**config.mk**
```make
export PLATFORM = sky130hd
export DESIGN_NAME = shift_sequencer
export DESIGN_NICKNAME = d
export VERILOG_FILES = /design/src/rtl/shift_sequencer.sv
export SDC_FILE = /design/constraint.sdc
export NUM_CORES = 1
export LEC_CHECK = 0
export ABC_AREA = 1
export CAP_MARGIN = 20
export CORE_MARGIN = 5
export CORE_UTILIZATION = 27
export DETAILED_ROUTE_END_ITERATION = 12
export PLACE_DENSITY_LB_ADDON = 0.05
export SYNTH_ARGS = -nofsm -noshare
export SYNTH_HDL_FRONTEND = slang
export SYNTH_SLANG_ARGS = --single-unit
export TNS_END_PERCENT = 100
```
**constraint.sdc**
```tcl
create_clock -name CLK -period 4.7 [get_ports CLK]
set_clock_uncertainty 0.05 [all_clocks]
set_input_delay 0.94 -clock CLK [delete_from_list [all_inputs] [get_ports CLK]]
set_output_delay 0.94 -clock CLK [all_outputs]
set_load 0.02 [all_outputs]
```
**src/rtl/shift_sequencer.sv**
```systemverilog
// Multi-pass sequencer for the 32-bit Shifter: splits register-specified shift amounts
// into passes of at most PASS_MAX and returns the final shifted value and carry-out.
//   state | meaning
//   IDLE  | waiting for Start; outputs hold the last result
//   SHIFT | one Shifter pass per cycle while rem > 0
//   DONE  | ShOut/ShCarry valid, Done pulses, back to IDLE
module shift_sequencer #(
    parameter int PASS_MAX = 31,
    parameter int AMT_W    = 8
) (
    input  logic             CLK,
    input  logic             Reset_n,
    input  logic             Start,
    input  logic [1:0]       ShType,
    input  logic [AMT_W-1:0] Amt,
    input  logic [31:0]      Operand,
    input  logic             CarryIn,
    output logic             Busy,
    output logic             Done,
    output logic [31:0]      ShOut,
    output logic             ShCarry,
    output logic [1:0]       ShCtl,
    output logic [4:0]       Shamt5Ctl,
    output logic [31:0]      ShInCtl,
    input  logic [31:0]      ShOutRet
);

    typedef enum logic [1:0] {IDLE, SHIFT, DONE} stateT;

    localparam logic [1:0]       SH_LSL    = 2'b00;
    localparam logic [1:0]       SH_ROR    = 2'b11;
    localparam logic [AMT_W-1:0] AMT_CLAMP = AMT_W'(33);
    localparam logic [4:0]       PASS_LIM  = 5'(PASS_MAX);

    stateT            state, nextState;
    logic [1:0]       shType;
    logic [5:0]       rem, remNext, startRem;
    logic [4:0]       passAmt, lslIdx, rshIdx;
    logic             carry, startCarry, shiftCarry;
    logic [AMT_W-1:0] amtClamped;

    // Clamping non-rotate amounts to 33 makes the >=32 cases fall out of normal passes.
    always_comb begin
        amtClamped = (Amt > AMT_CLAMP) ? AMT_CLAMP : Amt;
        startRem   = (ShType == SH_ROR) ? {1'b0, Amt[4:0]} : 6'(amtClamped);
        startCarry = (ShType == SH_ROR && Amt != '0 && Amt[4:0] == 5'd0) ? Operand[31] : CarryIn;
        passAmt    = (rem > {1'b0, PASS_LIM}) ? PASS_LIM : rem[4:0];
        remNext    = rem - {1'b0, passAmt};
        lslIdx     = 5'(6'd32 - {1'b0, passAmt});
        rshIdx     = passAmt - 5'd1;
        case (shType)
            SH_LSL:  shiftCarry = ShInCtl[lslIdx];
            SH_ROR:  shiftCarry = ShOutRet[31];
            default: shiftCarry = ShInCtl[rshIdx];
        endcase
    end

    always_ff @(posedge CLK or negedge Reset_n) begin
        if (!Reset_n) begin
            state <= IDLE;
        end else begin
            state <= nextState;
        end
    end

    always_comb begin
        nextState = state;
        Busy      = (state != IDLE);
        Done      = 1'b0;
        ShCtl     = 2'b00;
        Shamt5Ctl = 5'd0;
        case (state)
            IDLE: begin
                if (Start) begin
                    nextState = (startRem != 6'd0) ? SHIFT : DONE;
                end
            end
            SHIFT: begin
                ShCtl     = shType;
                Shamt5Ctl = passAmt;
                if (remNext == 6'd0) begin
                    nextState = DONE;
                end
            end
            DONE: begin
                Done      = 1'b1;
                nextState = IDLE;
            end
            default: nextState = IDLE;
        endcase
    end

    // The result registers load on entry to DONE so they are already valid in the Done cycle.
    always_ff @(posedge CLK or negedge Reset_n) begin
        if (!Reset_n) begin
            shType  <= 2'b00;
            rem     <= 6'd0;
            carry   <= 1'b0;
            ShInCtl <= 32'd0;
            ShOut   <= 32'd0;
            ShCarry <= 1'b0;
        end else begin
            case (state)
                IDLE: begin
                    if (Start) begin
                        shType  <= ShType;
                        rem     <= startRem;
                        carry   <= startCarry;
                        ShInCtl <= Operand;
                        if (startRem == 6'd0) begin
                            ShOut   <= Operand;
                            ShCarry <= startCarry;
                        end
                    end
                end
                SHIFT: begin
                    rem     <= remNext;
                    carry   <= shiftCarry;
                    ShInCtl <= ShOutRet;
                    if (remNext == 6'd0) begin
                        ShOut   <= ShOutRet;
                        ShCarry <= shiftCarry;
                    end
                end
                default: ;
            endcase
        end
    end

endmodule
```
* After elaboration in Yosys (flattened, before gate mapping)
Index checks and enable logic that the tools add are counted.
** Word-level totals
- Bits in registers :: 75
- Bits in latches :: 0
- Memory bits (writable) :: 0
- Memory bits (read-only) :: 0
- Word-level logic and storage cells :: 63
- Memories :: 0
** Operators by class
- $add $sub $neg :: 3
- $mul :: 0
- Divide/modulo/power cells :: 0
- Magnitude comparators :: 4
- Equal/unequal tests :: 7
- Shift operators :: 0
- Muxes and demuxes :: 28
- Bitwise gates (word level) :: 0
- Reduce and logical (&&, ||, !) cells :: 15
** Operators by type and width (count)
- two-way mux 32 bit :: 4
- case mux 32 bit (2 select lines) :: 2
- two-way mux 6 bit :: 3
- logical NOT 6 bit :: 2
- less-than comparator 5 x 6 -> 1 bit (second input constant) :: 2
- case mux 6 bit (2 select lines) :: 1
- binary-select mux 1 bit (select 5 bit) :: 2
- two-way mux 5 bit :: 2
- > comparator 8 x 6 -> 1 bit (second input constant) :: 1
- two-way mux 2 bit :: 4
- nonzero test 8 bit :: 1
- two-way mux 1 bit :: 7
- equality test 2 bit (second input constant) :: 3
- > comparator 6 x 5 -> 1 bit (second input constant) :: 1
- != test 2 bit (second input constant) :: 3
- AND reduction 2 bit :: 3
- nonzero test 6 bit :: 1
- subtractor 6 x 5 -> 6 bit :: 1
- logical NOT 5 bit :: 1
- subtractor 1 x 5 -> 5 bit (first input constant) :: 1
- subtractor 5 x 1 -> 5 bit (second input constant) :: 1
- logical NOT 2 bit :: 2
- case mux 1 bit (2 select lines) :: 2
- case mux 2 bit (2 select lines) :: 1
- other kinds (4) :: 6

* Depth between registers and ports, before layout
Gate-level depths: netlist of the first run.
- Word-level depth :: 8
- Mapped depth :: 18
- Mapped depth without buffers :: 15

* Least setup slack after synthesis of the first run
No wires, ideal clock.
- Kind :: reg2reg
- Start :: reg rem[5]
- End :: reg ShCarry
- Arrival time :: 2.135 ns
- Required time :: 4.533 ns
- Path slack :: 2.399 ns
- Cell stages (with the launch flop) :: 19
- Clock period less this slack :: 2.301 ns
- Cell sequence :: dfrtp_1 nor2_1 buf_2 buf_2 ha_1 buf_2 inv_1 buf_2 nand3_1 nand3_1 nand3_1 nand2_1 nand2_1 nand3_1 nand2_1 nand2_1 nand2_1 nand2_1 nand2_1
** Between the ends
- Longest elaborated chain between the ends :: 8
** RTL lines
- from (decl) :: line 37 : logic [5:0] rem, remNext, startRem;
- from (signal assigned) :: line 107 : rem <= startRem;
- from (signal assigned) :: line 117 : rem <= remNext;
- > comparator 6 x 5 -> 1 bit :: line 47 : passAmt = (rem > {1'b0, PASS_LIM}) ? PASS_LIM : rem[4:0];
- two-way mux 5 bit :: line 47
- subtractor 5 x 1 -> 5 bit / subtractor 1 x 5 -> 5 bit (equally long branches) :: line 50, 49
- binary-select mux 1 bit (select 5 bit), on equally long branches :: line 54, 52
- two-way mux 1 bit, on equally long branches :: line 54, 52
- case mux 1 bit (2 select lines) :: line 51 : case (shType)
- two-way mux 1 bit :: line 120 : if (remNext == 6'd0) begin
- case mux 1 bit (2 select lines) :: line 103 : case (state)
- to (signal assigned) :: line 112 : ShCarry <= startCarry;
- to (signal assigned) :: line 122 : ShCarry <= shiftCarry;
- to (decl) :: line 21 : output logic ShCarry,
Parallel ways exist; a longest one is shown, timed or not. The select of a mux whose other input is x is not followed.
A chain may end at the register's enable or synchronous reset.

* Final worst setup path of the first run
- Start :: reg state[0]
- End :: out Shamt5Ctl[1]
** Between the ends
- Longest elaborated chain between the ends :: 2
** RTL lines
- from (decl) :: line 35 : stateT state, nextState;
- from (signal assigned) :: line 62 : state <= nextState;
- equality test 2 x 1 -> 1 bit :: line 72 : case (state)
- two-way mux 5 bit :: line 72
- to (decl) :: line 23 : output logic [4:0] Shamt5Ctl,
Every way passes these cells.

==> impl_metrics.tcl, run 1 <==
set metrics [dict create \
    top_level_ports 152 \
    leakagePower_nw 3.10 \
    p_int_mw 2.78 \
    worstSetupEndpointType "primary output" \
    drt_iter0_drc 303 \
    yosys.area.top_type "dfrtp_1" \
    area_delta_synth_final_pct 47.1 \
    rows 46 \
    nets 852 \
    synthCells 634 \
    drc 0 \
    report.final.slew_viol_count 0 \
    tritoncts "done" \
    crit_type "flop to primary output" \
    clockBufferDepth 2 \
    grt_setup_unrepaired "false" \
    vias 4383 \
    antenna_found_initial 0 \
    arrival_ns 2.41 \
    critPathLaunchType "flop" \
    cp_top_family "buffers and inverters" \
    synth_area_um2 4290 \
    final_common_cell "nand2_1" \
    dieArea_um2 18500 \
    die_x_um 136 \
    grt-ovfl-total 0 \
    synth_nets 716 \
    numCtsBuffers 9 \
    synthDistinctLibCells 31 \
    place.port_buffers 151 \
    grt_pass1_vias 4509 \
    ys_seq_area_share_pct 43.7 \
    total_power_mw 5.42 \
    viasPerCell 4.42 \
    tns_ns 0 \
    cts_root_buffer "clkbuf_16" \
    cp-startpoint "state[0]$_DFFE_PN0P_" \
    yosys.area.top_type_share_pct 43.7 \
    synth.area.top_cells "dfrtp_1, nand2_1, nand3_1, o21ai_0, inv_1" \
    path_clk_slew_ns 0.06 \
    worst_path_max_delay_cell "clkdlybuf4s50_1" \
    drive_gt1_share_pct 4.77 \
    max_freq_mhz 294 \
    slew_headroom_pct 37.7 \
    tightestPinTransition_ns 0.932 \
    ys_warn_count 0 \
    track_usage_pct 16.1 \
    grt_pass1_wl_um 23700 \
    detailed_place_hpwl_um 10400 \
    p_sw_mw 2.64 \
    p_clk_share_pct 14.9 \
    grt_start_max_net_pins 76 \
    fill_cells 1651 \
    setup_viol 0 \
    start_util_pct 27.3 \
    die_h_um 136 \
    outcome "complete, no violations" \
    layout_common_cells "nand2_1, clkdlybuf4s50_1, dfrtp_1, nand3_1, inv_1" \
    r2r-start "rem[5]$_DFFE_PN0P_" \
    wl_um 14500 \
    dr.pass1.iters 4 \
    postPlaceCellArea_um2 5950 \
    wl_per_cell_um 14.6 \
    final_cell_area_um2 6310 \
    min_period_over_period_pct 72.4 \
    path_max_fanout 23 \
    synth_area_per_cell_um2 6.77 \
    power_density_nw_per_um2 858 \
    cp_data_required_time_ns 3.71 \
    antennaDiodeCount 0 \
    ant_nets 0 \
    htree_levels 3 \
    p_seq_share_pct 22.4 \
    pre_cts_ws_ns 1.59 \
    ys_ff_latch 75 \
    setup_ws_ns 1.30 \
    hold_path_startpoint "ShOut[12]$_DFFE_PN0P_" \
    finalWeightedCongestion 0.743 \
    path_buf_inv 3 \
    clock_latency_ns 0.33 \
    clock-sinks 75 \
    path_cells "inv_1 -> nor2_4 -> clkinv_1 -> nor2_1 -> clkdlybuf4s50_1" \
    drv_cap 0 \
    cts_setup_buffers 0 \
    combPwrFrac_pct 62.7 \
    cts_resized 0 \
    sw_frac_of_total_pct 48.8 \
    cts_hold_buf 0 \
    critPathMaxStageDelay_ns 0.65 \
    min_period_ns 3.40 \
    core_area_um2 15700 \
    finalHoldViolCount 0 \
    ir_drop_v 0.000262 \
    min_path_type "flop to flop" \
    hold_ws_ns 0.431 \
]
## sequential cells by signal, summed over array words and instances (netlist names)
name     count
ShCarry      1
rem          6
ShOut       32
ShInCtl     32
shType       2
state        2
## layer usage
layer  up-vias  GRT usage (%)  share of wire [%]
met1      2017           20.9                 45
met3        12           4.18                6.6
met5         -              0                  0
li1       2245              -                  -
met4         0           4.87                1.2
met2       109           26.4                 47
## metrics by stage
| step | util, % | cells |
|---|---|---|
| 6_report | 40.2 | 991 |
| 5_1_grt | 40.2 | 991 |
| 4_1_cts | 40.1 | 990 |
| 3_5_place_dp | 37.9 | 974 |
| 3_3_place_gp | 37.9 | 974 |
| 2_1_floorplan | - | 634 |
## worst paths after layout
path	depth (start not counted)	end	slack [ns]
worst min-delay path	2	ShOut[12]$_DFFE_PN0P_	0.43
worst max-delay path	5	Shamt5Ctl[1]	1.30
max in group asynchronous	2	ShInCtl[24]$_DFFE_PN0P_	3.49
min in group asynchronous	1	rem[1]$_DFFE_PN0P_	0.52
worst max register to register	13	ShCarry$_DFFE_PN0P_	1.89
worst min register to register	2	ShOut[12]$_DFFE_PN0P_	0.43
## synth_stat cells
master and number:
clkinv_1 1, inv_2 5, a32o_1 1, dfrtp_1 75, buf_2 13, xnor2_1 1, or2_2 1, a22oi_1 1
inv_4 1, o21ai_0 37, buf_1 1, xor2_2 1, xor2_1 2, nand4_1 2, nand3_2 1, nor3_1 1
o221ai_1 5, clkbuf_1 12, o21ai_1 1, nor2_1 20, nand2_1 317, nand3_1 62, nor2_2 2, ha_1 4
nand2_2 4, a21oi_1 7, buf_6 3, buf_4 2, o211ai_1 1, inv_1 49, o21bai_1 1
## tightest hold or removal path, stage by stage, from the launching register on
cell and delay, ns:
dfrtp_1 0.34, nand2_1 0.05, nand2_1 0.05
## final cells by class
type	count	area, um^2	share of cell area, %
Sequential cell	75	1880	29.7
Tap cell	216	270	4.28
Timing Repair Buffer	156	1560	24.7
Clock inverter	4	97.6	1.55
Multi-Input combinational cell	472	2050	32.5
Inverter	56	213	3.37
Clock buffer	12	246	3.90
## kinds of logic (layout without fill, tap and decap cells)
family	Yosys count	count (layout)	synth area share, %
and+or+nand+nor	410	410	38.4
buffers and inverters	87	228	8.74
DFF	75	75	43.7
AOI/OAI and AO/OA	54	54	7.02
adders and majority gates	4	4	1.17
xor gates and xnor gates	4	4	0.991
## power groups by stage
stage | registers, mW | logic [mW] | clock network [mW]
2_1_floorplan | 1.48 | 1.92 | 0
3_3_place_gp | 1.22 | 3.45 | 0
3_5_place_dp | 1.22 | 3.47 | 0
4_1_cts | 1.22 | 3.48 | 0.831
5_1_grt | 1.26 | 3.83 | 0.859
6_report | 1.21 | 3.40 | 0.810
Note: power is estimated with default switching activity, not from simulation.
==> run 2, diff against run 1 <==
Clock period 4.7 ns to 3.1 ns, I/O delays scaled along.
==> run 2 against run 1 <==
Net effect: clock-buffer cell count decreased by 1; register-to-register slack got worse by 1.3 ns; power increased by 52%; non-clock buffer count increased by 5; critical endpoint is now ShCtl[0]; worst setup slack got worse by 1.0 ns; combinational power increased by 53%; largest cell class unchanged.
==> impl_metrics.tcl, run 2 (same netlist as run 1, synthesis figures left out) <==
set metrics [dict create \
    grt_pass1_wl_um 23300 \
    combPwrFrac_pct 63.5 \
    dieArea_um2 18500 \
    detailed_place_hpwl_um 10300 \
    cts_root_buffer "clkbuf_16" \
    numPlacedInstances 979 \
    clock-sinks 75 \
    antennaDiodeCount 0 \
    layout_common_cells "nand2_1, clkdlybuf4s50_1, dfrtp_1, nand3_1, inv_1" \
    leakagePower_nw 3.12 \
    drc 0 \
    final_cells 996 \
    path_clk_slew_ns 0.06 \
    tns_ns 0 \
    grt_setup_unrepaired "false" \
    finalWeightedCongestion 0.788 \
    cts_hold_buf 0 \
    outcome "complete, no violations" \
    power_density_nw_per_um2 1300 \
    tightestPinTransition_ns 0.912 \
    antenna_found_initial 0 \
    p_int_mw 4.19 \
    grt_pass1_vias 4403 \
    top_regs "ShInCtl x32, ShOut x32, rem x6" \
    total_power_mw 8.21 \
    report.final.slew_viol_count 0 \
    numCtsBuffers 9 \
    drt_iter0_drc 245 \
    vias 4375 \
    sw_frac_of_total_pct 48.9 \
    top_level_ports 152 \
    htree_levels 3 \
    viasPerCell 4.39 \
    r2r-start "rem[5]$_DFFE_PN0P_" \
    final_common_cell "nand2_1" \
    crit_type "flop to primary output" \
    min_path_type "input port to async pin" \
    drv_cap 0 \
    critPathLaunchType "flop" \
    clockBufferDepth 2 \
    rows 46 \
    finalHoldViolCount 0 \
    p_clk_share_pct 14.2 \
    die_x_um 136 \
    grt-ovfl-total 0 \
    nets 857 \
    cp-startpoint "state[0]$_DFFE_PN0P_" \
    ir_drop_v 0.000516 \
    min_period_ns 2.84 \
    grt_start_max_net_pins 76 \
    cp_data_required_time_ns 2.43 \
    start_util_pct 27.3 \
    worstSetupEndpointType "primary output" \
    core_area_um2 15700 \
    wl_per_cell_um 14.4 \
    max_freq_mhz 353 \
    worst_path_max_delay_cell "clkdlybuf4s50_1" \
    dr.pass1.iters 4 \
    min_period_over_period_pct 91.5 \
    area_delta_synth_final_pct 47.6 \
    wl_um 14300 \
    clock_latency_ns 0.34 \
    p_seq_share_pct 22.3 \
    track_usage_pct 15.9 \
    place.port_buffers 151 \
    ant_nets 0 \
    tritoncts "done" \
    drive_gt1_share_pct 5.64 \
    setup_viol 0 \
    hold_ws_ns 0.196 \
    path_max_fanout 15 \
    fill_cells 1626 \
    path_cells "inv_1 -> nor2_4 -> clkinv_1 -> nor2_1 -> clkdlybuf4s50_1" \
    arrival_ns 2.17 \
    critPathMaxStageDelay_ns 0.64 \
    cts_resized 0 \
    cts_setup_buffers 0 \
    p_sw_mw 4.02 \
    die_h_um 136 \
    slew_headroom_pct 39.2 \
]
[run 2: power by group through the flow]
stage	Combinational [mW]	Clock [mW]	Sequential, mW
floorplan	2.91	0	2.24
global placement	5.29	0	1.84
detailed placement	5.32	0	1.84
CTS	5.35	1.20	1.84
global route	5.91	1.23	1.90
finish	5.21	1.17	1.83
[run 2: cell type report]
type	instances	area (um^2)	share of cell area, %
multi-input combinational	472	2050	32.4
sequential	75	1880	29.6
timing repair buffer	161	1600	25.2
tap	216	270	4.27
clock buffer	11	253	3.99
inverter	56	213	3.36
clock inverter	5	75.1	1.19
[run 2: final timing paths]
path	cells after the start	slack (ns)	end
setup / recovery	5	0.26	ShCtl[0]
hold / removal	1	0.20	ShOut[9]$_DFFE_PN0P_
setup reg to reg	14	0.59	ShCarry$_DFFE_PN0P_
hold reg to reg	2	0.43	ShOut[18]$_DFFE_PN0P_
max in group asynchronous	2	2.21	ShOut[1]$_DFFE_PN0P_
min in group CLK	2	0.43	ShOut[18]$_DFFE_PN0P_
[run 2: stage by stage]
step           worst slack (ns)  util (%)  cell area (um^2)
4_1_cts                   0.228      40.2              6310
3_5_place_dp              0.449      38.1              5990
3_3_place_gp              0.512      38.1              5990
6_report                  0.265      40.3              6330
5_1_grt                  0.0956      40.3              6330
2_1_floorplan             0.799         -              4290
[run 2: worst max-delay path, delay by kind of cell (launching register included)]
| family | cells | cell delay [ns] |
|---|---|---|
| AND/OR/NAND/NOR | 2 | 0.33 |
| buffers and inverters | 3 | 1.13 |
| flip-flops | 1 | 0.37 |
[run 2: per-layer routing]
metal | part of all wire [%] | global-route usage [%]
met5 | 0 | 0
met4 | 1.3 | 4.26
met3 | 6.7 | 4.85
met2 | 46 | 25.2
met1 | 46 | 21.0
==> run 3, diff against run 2 <==
Settings changed: CORE_UTILIZATION 27 to 30.
==> run 3 against run 2 <==
Net effect: global-route usage grew 1.2 points; clock-buffer cell count is 1 higher; maximum frequency is 1.1% higher; non-clock buffer count rose by 1; critical endpoint is now Shamt5Ctl[3]; largest cell class unchanged.
==> impl_metrics.tcl, run 3 (same netlist as run 1, synthesis figures left out) <==
set metrics [dict create \
    outcome "complete, no violations" \
    start_util_pct 30.8 \
    combPwrFrac_pct 64.9 \
    fill_cells 1436 \
    sw_frac_of_total_pct 49.4 \
    detailed_place_hpwl_um 10300 \
    antennaDiodeCount 0 \
    grt_pass1_wl_um 22900 \
    arrival_ns 2.13 \
    ir_drop_v 0.000528 \
    htree_levels 3 \
    grt_start_max_net_pins 76 \
    nets 858 \
    area_delta_synth_final_pct 46.2 \
    wl_per_cell_um 14.5 \
    postPlaceCellArea_um2 5960 \
    drc 0 \
    wl_um 14000 \
    path_max_fanout 15 \
    tightestPinTransition_ns 0.550 \
    worstSetupEndpointType "primary output" \
    max_freq_mhz 357 \
    crit_type "flop to primary output" \
    place.port_buffers 151 \
    leakagePower_nw 3.11 \
    p_clk_share_pct 12.7 \
    drive_gt1_share_pct 5.38 \
    min_path_type "input port to async pin" \
    ant_nets 0 \
    cp_data_required_time_ns 2.43 \
    numCtsBuffers 9 \
    final_cell_area_um2 6280 \
    dr.pass1.iters 4 \
    cts_resized 0 \
    drv_cap 0 \
    rows 43 \
    cts_setup_buffers 0 \
    dieArea_um2 16800 \
    finalHoldViolCount 0 \
    cts_root_buffer "clkbuf_16" \
    slew_headroom_pct 62.9 \
    core_area_um2 13900 \
    final_common_cell "nand2_1" \
    drt_iter0_drc 236 \
    p_seq_share_pct 22.4 \
    min_period_ns 2.80 \
    layout_common_cells "nand2_1, clkdlybuf4s50_1, dfrtp_1, nand3_1, inv_1" \
    track_usage_pct 17.0 \
    p_int_mw 4.10 \
    p_sw_mw 4.01 \
    tritoncts "done" \
    clock_latency_ns 0.33 \
    path_clk_slew_ns 0.06 \
    top_level_ports 152 \
    viasPerCell 4.58 \
    total_power_mw 8.11 \
    grt_pass1_vias 4447 \
    antenna_found_initial 0 \
    min_period_over_period_pct 90.4 \
    finalWeightedCongestion 0.810 \
    hold_ws_ns 0.0479 \
    critPathLaunchType "flop" \
    clock-sinks 75 \
    vias 4398 \
    die_x_um 130 \
    grt_setup_unrepaired "false" \
    fin_util_pct 45.0 \
    setup_viol 0 \
    cts_hold_buf 0 \
    grt-ovfl-total 0 \
    top_regs "ShInCtl x32, ShOut x32, rem x6" \
    tns_ns 0 \
    power_density_nw_per_um2 1290 \
    clockBufferDepth 2 \
    report.final.slew_viol_count 0 \
    die_h_um 130 \
]
-- run 3: cell count changes in the layout (fill, tap and decap cells not counted) --
cell,delta
clkinv_2,-2
clkbuf_1,+3
buf_16,+1
clkbuf_8,-2
bufinv_16,-1
clkinvlp_4,+1
clkinv_4,+1
-- run 3: area by class of cell --
type | instances | area, um^2 | share of cell area, %
repair buffers | 162 | 1620 | 25.9
clock inverters | 4 | 51.3 | 0.817
multi-input cells | 472 | 2050 | 32.7
flip-flops and latches | 75 | 1880 | 29.9
well taps | 180 | 225 | 3.59
clock buffers | 12 | 236 | 3.77
inverters | 56 | 213 | 3.39
-- run 3: metrics by stage --
step | std cells | setup WS, ns
floorplan | 634 | 0.799
global placement | 944 | 0.508
detailed placement | 944 | 0.382
CTS | 960 | 0.212
global route | 961 | 0.103
finish | 961 | 0.297
-- run 3: worst paths after layout --
path / startpoint / end / slack [ns] / cells past startpoint
worst min register to register: ShOut[6]$_DFFE_PN0P_ / ShOut[6]$_DFFE_PN0P_ / 0.43 / 2
worst max register to register: rem[5]$_DFFE_PN0P_ / ShOut[16]$_DFFE_PN0P_ / 0.61 / 11
worst min-delay path: Reset_n / rem[2]$_DFFE_PN0P_ / 0.05 / 1
worst max-delay path: state[0]$_DFFE_PN0P_ / Shamt5Ctl[3] / 0.30 / 5
min in group CLK: ShOut[6]$_DFFE_PN0P_ / ShOut[6]$_DFFE_PN0P_ / 0.43 / 2
max in group asynchronous: Reset_n / ShOut[8]$_DFFE_PN0P_ / 2.39 / 2
-- run 3: power by group through the flow --
stage / Sequential (mW) / Clock [mW] / Combinational (mW)
floorplan: 2.24 / 0 / 2.91
global placement: 1.84 / 0 / 5.35
detailed placement: 1.83 / 0 / 5.38
CTS: 1.82 / 1.06 / 5.40
global route: 1.88 / 1.10 / 5.97
finish: 1.82 / 1.03 / 5.27
-- run 3: layer usage --
layer | track usage, % | part of all wire, %
met3 | 4.78 | 7.0
met1 | 22.9 | 45
met5 | 0 | 0
met2 | 27.1 | 47
met4 | 4.34 | 1.2
-- run 3: critical path, stage by stage, from the launching register on --
cell             delay (ns)
dfrtp_1                0.36
inv_1                  0.08
nor2_4                 0.09
clkinv_1               0.37
nor2_1                 0.25
clkdlybuf4s50_1        0.64
